[config.mk]
export PLATFORM = sky130hd
export DESIGN_NAME = exu_gpr_mp
export DESIGN_NICKNAME = d
export VERILOG_FILES = /design/src/rtl/exu_gpr_pkg.sv /design/src/rtl/exu_gpr_wr_arb.sv /design/src/rtl/exu_gpr_mp.sv
export SDC_FILE = /design/constraint.sdc
export NUM_CORES = 2
export LEC_CHECK = 0
export ABC_AREA = 1
export CAP_MARGIN = 20
export CORE_AREA = 2 2 516 518
export DETAILED_ROUTE_END_ITERATION = 10
export DIE_AREA = 0 0 518 520
export HOLD_SLACK_MARGIN = 0.03
export PLACE_DENSITY = 0.39
export REMOVE_ABC_BUFFERS = 1
export SETUP_SLACK_MARGIN = 0.4
export SYNTH_ARGS = -nofsm -noshare
export SYNTH_HDL_FRONTEND = slang
export SYNTH_SLANG_ARGS = --single-unit
[constraint.sdc]
create_clock -name clk -period 3.3 [get_ports clk]
set_input_delay 0.33 -clock clk [delete_from_list [all_inputs] [get_ports clk]]
set_output_delay 0.33 -clock clk [all_outputs]
set_load 0.02 [all_outputs]
[src/rtl/exu_gpr_pkg.sv]
// Shared types and sizing for the multi-port GPR; provides default widths when the core headers are absent.
`ifndef RV_GPR_AW
`define RV_GPR_AW 5
`endif
`ifndef RV_XLEN
`define RV_XLEN 32
`endif

package exu_gpr_pkg;
  typedef logic [`RV_GPR_AW-1:0] gpr_addr_t;
  typedef logic [`RV_XLEN-1:0]   gpr_data_t;

  localparam int GPR_NUM = 2**`RV_GPR_AW;
endpackage

[src/rtl/exu_gpr_wr_arb.sv]
// Per-register write selector: highest-index matching port wins; multi flags a colliding write.
// Latency: combinational. Backpressure: none, lower-priority colliding writes are dropped.
module exu_gpr_wr_arb
  import exu_gpr_pkg::*;
#(
  parameter int WR_PORTS = 2,
  parameter int AW       = `RV_GPR_AW,
  parameter int XLEN     = `RV_XLEN,
  parameter int R        = 1
) (
  input  logic            wr_en   [WR_PORTS],
  input  logic [AW-1:0]   wr_addr [WR_PORTS],
  input  logic [XLEN-1:0] wr_data [WR_PORTS],
  output logic            hit,
  output logic [XLEN-1:0] data,
  output logic            multi
);

  always_comb begin
    hit   = 1'b0;
    data  = '0;
    multi = 1'b0;
    // Ascending scan so the last (highest-index) match overrides earlier ones.
    for (int p = 0; p < WR_PORTS; p++) begin
      if (wr_en[p] && (wr_addr[p] == AW'(R))) begin
        multi = multi | hit;
        hit   = 1'b1;
        data  = wr_data[p];
      end
    end
  end

endmodule

[src/rtl/exu_gpr_mp.sv]
// Multi-port GPR with per-register busy scoreboard; same-cycle forwarding under EXU_GPR_BYPASS_EN.
// Latency: reads combinational, writes/busy visible next cycle. Backpressure: none, issue stalls via rd_busy/rsv_ok.
module exu_gpr_mp
  import exu_gpr_pkg::*;
#(
  parameter int RD_PORTS = 2,
  parameter int WR_PORTS = 2,
  parameter int AW       = `RV_GPR_AW,
  parameter int XLEN     = `RV_XLEN
) (
  input  logic            clk,
  input  logic            rst,
  input  logic [AW-1:0]   rd_addr [RD_PORTS],
  output logic [XLEN-1:0] rd_data [RD_PORTS],
  output logic            rd_busy [RD_PORTS],
  input  logic            rsv_en,
  input  logic [AW-1:0]   rsv_addr,
  output logic            rsv_ok,
  input  logic            wr_en   [WR_PORTS],
  input  logic [AW-1:0]   wr_addr [WR_PORTS],
  input  logic [XLEN-1:0] wr_data [WR_PORTS],
  output logic            wr_conflict,
  output logic            err_sticky
);

  localparam int NUM = 1 << AW;

  logic [XLEN-1:0] regs [NUM];
  logic [XLEN-1:0] wdat [NUM];
  logic [NUM-1:0]  busy;
  logic [NUM-1:0]  hit;
  logic [NUM-1:0]  multi;
  logic [NUM-1:0]  set;

  // x0 has no arbiter, no scoreboard entry and no storage updates.
  assign hit[0]   = 1'b0;
  assign multi[0] = 1'b0;
  assign wdat[0]  = '0;
  assign set[0]   = 1'b0;

  for (genvar r = 1; r < NUM; r++) begin : g_arb
    exu_gpr_wr_arb #(
      .WR_PORTS (WR_PORTS),
      .AW       (AW),
      .XLEN     (XLEN),
      .R        (r)
    ) u_arb (
      .wr_en   (wr_en),
      .wr_addr (wr_addr),
      .wr_data (wr_data),
      .hit     (hit[r]),
      .data    (wdat[r]),
      .multi   (multi[r])
    );
    assign set[r] = rsv_en && (rsv_addr == AW'(r));
  end

  assign wr_conflict = |multi;
  assign rsv_ok      = rst || (rsv_addr == '0) || !busy[rsv_addr];

  always_ff @(posedge clk) begin
    if (rst) begin
      for (int r = 0; r < NUM; r++) regs[r] <= '0;
      busy       <= '0;
      err_sticky <= 1'b0;
    end else begin
      for (int r = 1; r < NUM; r++) begin
        if (hit[r]) regs[r] <= wdat[r];
      end
      // A new reservation outranks the writeback of the older op to the same register.
      busy       <= set | (busy & ~hit);
      err_sticky <= err_sticky | wr_conflict | (rsv_en && !rsv_ok);
    end
  end

  always_comb begin
    for (int i = 0; i < RD_PORTS; i++) begin
      rd_data[i] = '0;
      rd_busy[i] = 1'b0;
      if (!rst && (rd_addr[i] != '0)) begin
        rd_data[i] = regs[rd_addr[i]];
        rd_busy[i] = busy[rd_addr[i]];
`ifdef EXU_GPR_BYPASS_EN
        if (hit[rd_addr[i]]) begin
          rd_data[i] = wdat[rd_addr[i]];
          rd_busy[i] = busy[rd_addr[i]] && set[rd_addr[i]];
        end
`endif
      end
    end
  end

endmodule

==> flow_metrics.tcl <==
set metrics [dict create \
    outcome "complete, no violations" \
    yosys-top-cells-area "edfxtp_1 (45%), a211oi_1 (8.2%), a21oi_1 (7.0%)" \
    yosysTopAreaCellShare_pct 45.33 \
    tritoncts "built" \
    rr_worst_depth 13 \
    achievable-frequency_ghz 0.3415 \
    timing.critical_path.arrival_ps 2600 \
    timing.critical_path.to_type "primary output" \
    critPathMostFrequentCell "buf_4" \
    final.setup_skew_ps 13.28 \
    synth_sequential_area_ratio_pct 46.31 \
    number_of_buffer_and_inverter_stages_on_the_critical_path 5 \
    yosys_warnings 0 \
    initial_utilization_pct 24.90 \
    fillerInstances 27871 \
    worst-path-max-fanout 48 \
    detailedRoute.firstIterationViolations 9681 \
    h_tree_level_count 4 \
    max-vdd-ir-drop_v 0.0006304 \
    ios 163 \
    routed_wire_length_per_instance_um 34.26 \
    rows 189 \
    grt_pass1_wl_um 539100 \
    min-delay-path-class "in -> reg" \
    detailedRoute.firstPassIterationCount 8 \
    worst_hold_path.num_cells 2 \
    post_route_cells_drive_above_1_share_pct 12.50 \
    design.die.area_mm2 0.2694 \
    timing.critical_path.slowest_cell_delay_ps 380 \
    seq_area_mm2 0.03043 \
    final_net_count 8107 \
    worst-path-stages 9 \
    part_of_the_total_power_dissipated_in_sequential_elements_pct 42.0 \
    crit_path_kind "in -> out" \
    die_h_um 520 \
    post-synth-top-area-cell "edfxtp_1" \
    synthesis.instances 8077 \
    list_of_most_frequent_post_synthesis_cells "edfxtp_1 (992), a21oi_1 (913), nand2_1 (861), nand3_1 (801), a211oi_1 (718)" \
    synth.avg_cell_area_um2 8.136 \
    crit_required_ps 2970 \
    grt_pass1_vias 63436 \
    pwr-share-clk_pct 40.6 \
    post_cts.repair.setup_buffers 0 \
    grt_antenna_before_repair 15 \
    grt_max_degree 143 \
    half_perimeter_wire_length_after_detailed_placement_um 248700 \
    switching_power_mw 11.48 \
    vias_per_cell 5.865 \
    finalInstanceArea_mm2 0.07954 \
    vias 68346 \
    max-clock-path-buffers 3 \
    growth_of_design_area_from_synthesis_to_finish_pct 21.05 \
    edff_count_synth 992 \
    number_of_max_cap_violations 0 \
    gr-usage-all-layers_pct 28.55 \
    crit_path_start_kind "primary input" \
    ys.flop_type "edfxtp_1" \
    timing.max_slew.rel_slack_pct 28.62 \
    cts_sinks 1024 \
    setup_repair_after_global_routing_missed_its_margin "yes" \
    summed_instance_area_of_the_synthesized_netlist_mm2 0.06571 \
    post_route_drc 0 \
    path_cells "buf_6 -> buf_16 -> nand2_2 -> buf_4 -> o21ai_0 -> o211ai_1 -> a31oi_1 -> buf_4 -> buf_4" \
    finalHoldViolCount 0 \
    power_density_over_cell_area_mw_per_mm2 462.9 \
    gp_congestion 0.9020 \
    post-synth-top-count-cell "edfxtp_1" \
    post-route-period-util_pct 88.72 \
    period_minus_slack_ps 2928 \
    post_detailed_routing_wire_length_um 399200 \
    power.static_leakage_nw 27.82 \
    worst_pin_slew_ps 1067 \
    multi_input_comb_area_mm2 0.02964 \
    clk_latency_ps 830 \
    slew_viol_final 0 \
    port_buffers 162 \
    intPower_mw 25.34 \
    synth.lib_cells_used.distinct 29 \
    ys_ff_latch 1024 \
    globalRoute.totalOverflow 0 \
    clk_pin_slew_worst_paths_ps 60 \
    total_power_mw 36.82 \
    clock_tree.root_cell "clkbuf_16" \
    power.combinational.fraction_pct 17.4 \
    ant_nets 0 \
    count_of_endpoints_failing_setup_in_the_final_report 0 \
    netSwitchingFraction_pct 31.18 \
    async_s_r_ff_share_synth_pct 0 \
    cts_inserted_buffers 139 \
    floorplan.core_area_mm2 0.2639 \
    die_width_um 518 \
    instance_area_after_placement_mm2 0.07489 \
    critical_path.slowest_cell "o21ai_0" \
    cp_top_family "buffers and inverters" \
]
-- per-layer routing --
metal,track usage (%),vias up,wire length (um)
met5,0.08775,-,63
met2,44.49,4208,176600
met1,38.06,34028,165300
met3,5.588,891,36730
met4,13.07,6,20580
li1,-,29213,-
-- area by class of cell --
type                       instances  share of cell area [%]
sequential                      1024                   38.26
multi-input combinational       5417                   37.26
timing repair buffer             736                   10.22
tap                             3533                   5.557
clock buffer                     171                   4.603
inverter                         693                   3.355
clock inverter                    70                  0.7110
timing repair inverter             2                 0.02202
antenna                            7                 0.02202
-- worst paths after layout --
kind | start | to | slack (ps)
setup / recovery | rd_addr[0] | rd_data[8] | 370
hold / removal | rst | regs[22][2] | 150
setup reg to reg | busy[15] | err_sticky | 1380
hold reg to reg | busy[8] | busy[8] | 500
-- flip-flops by register name, indices dropped and copies added, names as in the netlist --
name	cells
regs	992
err_sticky	1
busy	31
-- metrics by stage --
step                instances  setup slack [ps]  util (%)  hold WS [ps]  setup TNS (ps)
global placement        11399            -160.5     28.38         476.6           -2560
floorplan                7134             -7545         -         402.4         -890410
CTS                     11646             270.2     30.11         106.3               0
global route            11647             350.2     30.13         127.6               0
finish                  11653             372.1     30.14         149.4               0
detailed placement      11399            -177.5     28.38         485.2           -4520
-- power groups by stage --
stage,Sequential [mW],Clock [mW],Combinational [mW]
2_1_floorplan,15.5,0,2.87
3_3_place_gp,15.7,0,6.17
3_5_place_dp,15.7,0,6.17
4_1_cts,15.4,15.1,6.27
5_1_grt,15.5,15.5,6.72
6_report,15.4,15.0,6.41
-- kinds of logic after synthesis --
kind of cell / after synthesis / share of synthesized area (%)
buffers and inverters: 1636 / 9.960
AND/OR/NAND/NOR: 2376 / 15.21
AO/OA/AOI/OAI: 3041 / 28.52
flip-flops: 1024 / 46.31
-- cell usage in the layout, fill, tap and decap left out, drive strengths merged --
master,n
a21oi,913
dfxtp,32
diode,7
o211ai,437
clkdlybuf4s50,81
clkinv,63
nand4,5
or2,1
nand3,801
o32ai,137
clkinvlp,1
bufbuf,3
inv,693
o22ai,47
or3,3
buf,630
a211oi,718
dlygate4sd3,1
nand3b,4
nand2,862
nor2,700
edfxtp,992
dlygate4sd2,5
o31ai,7
clkdlybuf4s15,3
bufinv,8
a31oi,33
o21ai,749
clkbuf,184
-- what timing repair did --
action	CTS	global route
endpoints found under the hold margin	1	0
hold buffers	1	0
pin swaps	11	20
gates resized for setup	122	73
cloned	5	0
endpoints found under the setup margin	61	37
(Power assumes the default switching activity.)
